### src/rtl/cpu_stoc_wbuf.sv
// Four-entry posted write buffer between the STOC cache-data driver and the cache data RAM.
// Stores are captured on the falling STOC_n strobe and drained in order over a CWREQ/CWACK handshake.
`timescale 1ns/1ps

// state | meaning
// IDLE  | no request; moves to REQ when the buffer holds an entry
// REQ   | CWREQ high, head entry on CRAM outputs, waiting for CWACK
// RECOV | one dead cycle for RAM write-enable recovery
module cpu_stoc_wbuf (
  input  logic        sysclk,
  input  logic        sys_rst_n,
  input  logic        STOC_n,
  input  logic [15:0] CD_15_0,
  input  logic [9:0]  CA_9_0,
  input  logic        CWACK,
  output logic        CWREQ,
  output logic        CWE_n,
  output logic [15:0] CRAM_D_15_0,
  output logic [9:0]  CRAM_A_9_0,
  output logic        WBFULL_n,
  output logic        WBEMPTY,
  output logic [2:0]  WBCNT_2_0,
  output logic        WBOVF
);

  typedef enum logic [1:0] {IDLE, REQ, RECOV} drainStateT;

  drainStateT  state;
  logic        stocPrev;
  logic [25:0] mem [4];
  logic [1:0]  headPtr;
  logic [1:0]  tailPtr;
  logic [2:0]  count;
  logic [25:0] cramQ;
  logic        cwReq;
  logic        wbOvf;

  logic storeEvt;
  logic isFull;
  logic doPush;
  logic doPop;

  assign storeEvt = ~STOC_n & stocPrev;
  assign isFull   = (count == 3'd4);
  assign doPush   = storeEvt & ~isFull;
  assign doPop    = (state == REQ) & CWACK;

  always_ff @(posedge sysclk or negedge sys_rst_n) begin
    if (!sys_rst_n) begin
      stocPrev <= 1'b1;
      headPtr  <= 2'd0;
      tailPtr  <= 2'd0;
      count    <= 3'd0;
      wbOvf    <= 1'b0;
      for (int i = 0; i < 4; i++) mem[i] <= '0;
    end else begin
      stocPrev <= STOC_n;
      if (doPush) begin
        mem[tailPtr] <= {CA_9_0, CD_15_0};
        tailPtr      <= tailPtr + 2'd1;
      end
      if (storeEvt && isFull) wbOvf <= 1'b1;
      if (doPop) headPtr <= headPtr + 2'd1;
      case ({doPush, doPop})
        2'b10:   count <= count + 3'd1;
        2'b01:   count <= count - 3'd1;
        default: count <= count;
      endcase
    end
  end

  // The head slot cannot be written while in REQ: a push only targets it when the buffer is full,
  // and pushes are refused when full. cramQ therefore keeps the head (or last popped entry) stable.
  always_ff @(posedge sysclk or negedge sys_rst_n) begin
    if (!sys_rst_n) begin
      state <= IDLE;
      cwReq <= 1'b0;
      cramQ <= '0;
    end else begin
      case (state)
        IDLE: begin
          if (count != 3'd0) begin
            state <= REQ;
            cwReq <= 1'b1;
            cramQ <= mem[headPtr];
          end
        end
        REQ: begin
          if (CWACK) begin
            state <= RECOV;
            cwReq <= 1'b0;
          end
        end
        RECOV: begin
          state <= IDLE;
          cwReq <= 1'b0;
        end
        default: begin
          state <= IDLE;
          cwReq <= 1'b0;
        end
      endcase
    end
  end

  assign CWREQ       = cwReq;
  assign CWE_n       = ~cwReq;
  assign CRAM_A_9_0  = cramQ[25:16];
  assign CRAM_D_15_0 = cramQ[15:0];
  assign WBFULL_n    = ~isFull;
  assign WBEMPTY     = (count == 3'd0);
  assign WBCNT_2_0   = count;
  assign WBOVF       = wbOvf;

endmodule

### config.mk
export PLATFORM = sky130hd
export DESIGN_NAME = cpu_stoc_wbuf
export DESIGN_NICKNAME = d
export VERILOG_FILES = /design/src/rtl/cpu_stoc_wbuf.sv
export SDC_FILE = /design/constraint.sdc
export NUM_CORES = 1
export LEC_CHECK = 0
export ABC_AREA = 1
export CORE_MARGIN = 1
export CORE_UTILIZATION = 25
export CTS_CLUSTER_DIAMETER = 80
export DETAILED_ROUTE_END_ITERATION = 8
export PLACE_DENSITY = 0.41
export SETUP_SLACK_MARGIN = 0.05
export SLEW_MARGIN = 20
export SYNTH_ARGS = -nofsm -noshare
export SYNTH_HDL_FRONTEND = slang
export SYNTH_SLANG_ARGS = --single-unit
### constraint.sdc
create_clock -name sysclk -period 1.9 [get_ports sysclk]
set_clock_uncertainty 0.15 [all_clocks]
set_input_delay 0.38 -clock sysclk [delete_from_list [all_inputs] [get_ports sysclk]]
set_output_delay 0.38 -clock sysclk [all_outputs]
set_load 0.02 [all_outputs]
# Yosys cells after proc, flatten, opt, wreduce, memory -nomap -nowiden
# Index checks and enable logic that the tools add are counted.
# word_totals
ff_bits,142
in_bits,30
out_inout_bits,34
wordCells,54
# op_classes
add_sub_neg,4
n_lt_le_gt_ge,3
eq_ne,6
mux,13
n_bitwise,8
reduce_logical,8
# op_table
op,count
104-bit bitwise mux,1
26-bit two-way mux,3
26-bit binary-select mux with 2-bit select,1
26-bit demux with 2-bit select,1
"3-bit greater-or-equal comparator, second input constant",2
2-bit inverter with 3-bit output,2
3-bit case mux with 2 select lines,1
"2-bit by 1-bit adder with 2-bit output, second input constant",2
"2-bit by 1-bit equality test with 1-bit output, second input constant",2
2-bit two-way mux,2
"2-bit != test, second input constant",2
2-bit case mux with 2 select lines,1
2-bit AND reduction,2
"3-bit by 1-bit adder with 3-bit output, second input constant",1
1-bit AND,3
"3-bit equality test, second input constant",1
3-bit logical NOT,1
"3-bit by 1-bit less-than comparator with 1-bit output, second input constant",1
1-bit inverter,3
3-bit nonzero test,1
"3-bit by 1-bit subtractor with 3-bit output, second input constant",1
"2-bit equality test, second input constant",1
1-bit logical AND,2
2-bit logical NOT,1
other kinds (3),4

# Logic depth before layout (Yosys ltp)
# logic_depth
depth_word,6
depth_mapped,11
mapped_depth_nobuf,10

# Worst setup path before layout
# No wires, ideal clock.
# synth_timing
path_type,flip-flop to flip-flop
from,"register count[1], in the netlist WBCNT_2_0[1]"
to,"register count[2], in the netlist WBCNT_2_0[2]"
arrival_time_ps,1853
t_required_ps,1627
path_slack_ps,-225
path_stages_with_launch,11
synth_period_minus_slack_ps,2125
cell_sequence,dfrtp_1 > nor2_4 > nand2_4 > buf_4 > nand2_1 > ha_1 > inv_1 > fa_1 > nand2_1 > nand3_1 > xor2_1
# synth_via
elab_chain_len,5
# synth_lines
item,line,rtl
"start, declared",33,logic [2:0] count;
"start signal, assigned",65,2'b10: count <= count + 3'd1;
"start signal, assigned",66,2'b01: count <= count - 3'd1;
"start signal, assigned",67,default: count <= count;
3-bit equality test,44,assign isFull = (count == 3'd4);
1-bit inverter,45,assign doPush = storeEvt & ~isFull;
1-bit AND,45,
2-bit by 1-bit equality test with 1-bit output or 2-bit equality test (tied branches),64,"case ({doPush, doPop})"
3-bit case mux with 2 select lines or 2-bit nonzero test (tied branches),n/a,
# Several ways; a longest one is shown, not always the timed one.
# A chain may end at the register's enable or synchronous reset.

# Worst setup path in the final report
# Ends and elaborated chain as after synthesis.

==> impl_metrics.env <==
export IMPL_status="complete, but fails checks"
export IMPL_violations="setup timing"
export IMPL_fin_util_pct=32.77
export IMPL_final_cells=1403
export IMPL_yosysWarnings=0
export IMPL_critical_path_startpoint="WBCNT_2_0[1]"
export IMPL_wl_um=22310
export IMPL_max_cap_viol_count=0
export IMPL_dp_cells=1360
export IMPL_ys_types=27
export IMPL_clockBufferDepth=2
export IMPL_clkLatencyLatePin_ns=0.43
export IMPL_final_hold_viol_count=0
export IMPL_finalCriticalPeriod_ns=1.941
export IMPL_ant_nets=0
export IMPL_critPathTopFamily="adder cells"
export IMPL_dominantRegCellSynth="dfrtp_1"
export IMPL_ys_ff_latch=141
export IMPL_viasPerCell=4.344
export IMPL_fillers=3058
export IMPL_worstSetupEndpointType="register"
export IMPL_grt_pass1_vias=6266
export IMPL_synth_nets=968
export IMPL_synth_area_per_cell_sq_um=7.680
export IMPL_grt_max_degree=82
export IMPL_slowest_stage="dfrtp_2"
export IMPL_syn_inst=932
export IMPL_leakage_nw=4.917
export IMPL_crit_type="reg -> reg"
export IMPL_io_pins=64
export IMPL_die_w_um=171.2
export IMPL_fin_crit_sh_pct=102.2
export IMPL_setup_violations=1
export IMPL_worstPathRequired_ns=2.09
export IMPL_initial_utilization_pct=25.56
export IMPL_syn_cell_area_sq_um=7158
export IMPL_yosysSeqAreaShare_pct=49.31
export IMPL_antenna_cells=0
export IMPL_synthArstFlopShare_pct=100.0
export IMPL_htree_num_levels=4
export IMPL_cts_buffers=17
export IMPL_synth_enable_flop_cells=0
export IMPL_drv_slew=0
export IMPL_worst_pin_slew_ns=0.4584
export IMPL_fin_ws_ns=-0.04120
export IMPL_cts_tree="yes"
export IMPL_vias=6094
export IMPL_worstSetupStartpointType="register"
export IMPL_die_h_um=171.2
export IMPL_syn_to_final_growth_pct=28.25
export IMPL_cp_cell_sequence="nor2_4, buf_6, nand2_8, nand2_4, ha_4, inv_2, fa_2, inv_1, nand2_1, nand3_2, xor2_1"
export IMPL_rows=61
export IMPL_gp_congestion=0.7149
export IMPL_drt_iter0_markers=366
export IMPL_dp_hpwl_um=13520
export IMPL_clockRootBuffer="clkbuf_16"
export IMPL_cpPeakStageDelay_ns=0.42
export IMPL_timing_rr_start="WBCNT_2_0[1]"
export IMPL_fmax_mhz=515.1
export IMPL_final_cell_mix="nand2_1 (412), dfrtp_1 (137), inv_1 (114)"
export IMPL_numClockSinks=141
export IMPL_layout_drive_gt1_share_pct=12.68
export IMPL_slew_headroom_pct=69.44
export IMPL_core_area_sq_um=28010
export IMPL_ir_drop_uv=717.4
export IMPL_grt_pass1_wl_um=36430
export IMPL_path_buf_inv=3
export IMPL_cellPowerDensity_nw_per_um2=1767
export IMPL_dieArea_sq_um=29310
export IMPL_nets=1048
export IMPL_grt_overflow=0
export IMPL_min_path_type="in -> reg"
export IMPL_drc=0
export IMPL_grtUsageTotal_pct=16.44
export IMPL_portBuffers=63
export IMPL_antenna_found_initial=0
export IMPL_worstPathMaxFanout=4
export IMPL_layout_commonest_cell="nand2_1"
export IMPL_clk_pin_slew_worst_paths_ns=0.06
export IMPL_wire_per_inst_um=15.90
export IMPL_setup_tns_ns=-0.04120
export IMPL_firstDrtPassIters=4
export IMPL_cp_arrival_ns=2.14
export IMPL_grt_setup_unrepaired="yes"
export IMPL_holdCritStartpoint="STOC_n"
-- final cells by class --
| cell class | instances | area, sq um | share of cell area, % |
|---|---|---|---|
| timing repair buffer | 124 | 1252 | 13.64 |
| sequential | 141 | 3533 | 38.49 |
| clock inverter | 11 | 138.9 | 1.513 |
| multi-input combinational | 608 | 2861 | 31.17 |
| tap | 378 | 473.0 | 5.152 |
| clock buffer | 21 | 470.5 | 5.125 |
| inverter | 120 | 450.4 | 4.907 |
-- repair_timing --
action	4_1_cts	5_1_grt
setup endpoints to repair	61	126
hold buffers	1	0
pin swaps	0	7
cloned	1	1
resized for setup	44	10
hold endpoints to repair	34	0
setup buffers	2	6
-- metrics by stage --
stage / total power, mW / worst slack, ns / hold slack, ns / area, sq um
detailed placement: 12.68 / -0.2973 / 0.2031 / 8442
CTS: 16.23 / -0.07331 / 0.2784 / 9050
global placement: 12.65 / -0.2686 / 0.2032 / 8442
floorplan: 9.924 / -0.03548 / -0.06559 / 7189
finish: 16.22 / -0.04120 / 0.2926 / 9180
global route: 17.72 / -0.1239 / 0.2880 / 9180
-- routing by layer --
| layer | vias to the layer above | track usage (%) | wire length (um) |
|---|---|---|---|
| met4 | 0 | 3.960 | 173 |
| li1 | 3087 | - | - |
| met3 | 12 | 2.692 | 495 |
| met5 | - | 0 | 0 |
| met1 | 2918 | 23.21 | 11300 |
| met2 | 77 | 26.10 | 10350 |
-- cells by family (layout without fill, tap and decap cells) --
family / after synthesis / in the layout / synth area share [%]
xor gates and xnor gates: 5 / 5 / 0.6118
buffers and inverters: 184 / 276 / 11.48
adders and majority gates: 6 / 6 / 1.154
and+or+nand+nor: 593 / 594 / 37.14
AOI/OAI and AO/OA: 3 / 3 / 0.2971
DFF: 141 / 141 / 49.31
-- Yosys cell counts (all sizes together) (4+ instances only) --
cell type,instances,area (sq um)
nand2,425,1628
dfrtp,140,3503
inv,119,446.7
nand4,104,650.6
nand3,60,347.8
buf,54,334.1
clkbuf,10,37.54
ha,5,62.56
nor2,4,32.53
xor2,4,35.03
-- worst reg2reg max path, delay by kind of cell (launching register included) --
family	cells	cell delay, ns
xor gates and xnor gates	1	0.15
and+or+nand+nor	5	0.43
DFF	1	0.42
buffers and inverters	3	0.22
adders and majority gates	2	0.48
-- registers in the layout, summed over array words and instances, names as in the netlist --
register / count
tailPtr: 2
stocPrev: 1
mem: 104
cramQ: 26
WBCNT_2_0: 3
WBOVF: 1
headPtr: 2
state: 2
-- worst paths after layout --
path	end	slack, ns	cells after the start
worst max-delay path	WBCNT_2_0[2]	-0.04	11
worst min-delay path	stocPrev	0.29	1
worst max register to register	WBCNT_2_0[2]	-0.04	11
worst min register to register	mem[36]	0.32	2
max in group asynchronous	cramQ[20]	0.74	3
min in group asynchronous	mem[6]	0.31	2
-- where the power goes --
part / internal (mW) / switching, mW / leakage [nW]
registers: 4.40 / 0.747 / 1.76
clock network: 2.16 / 1.34 / 0.299
logic: 2.76 / 4.81 / 2.85
No activity file was read; power rests on OpenSTA's default activity.
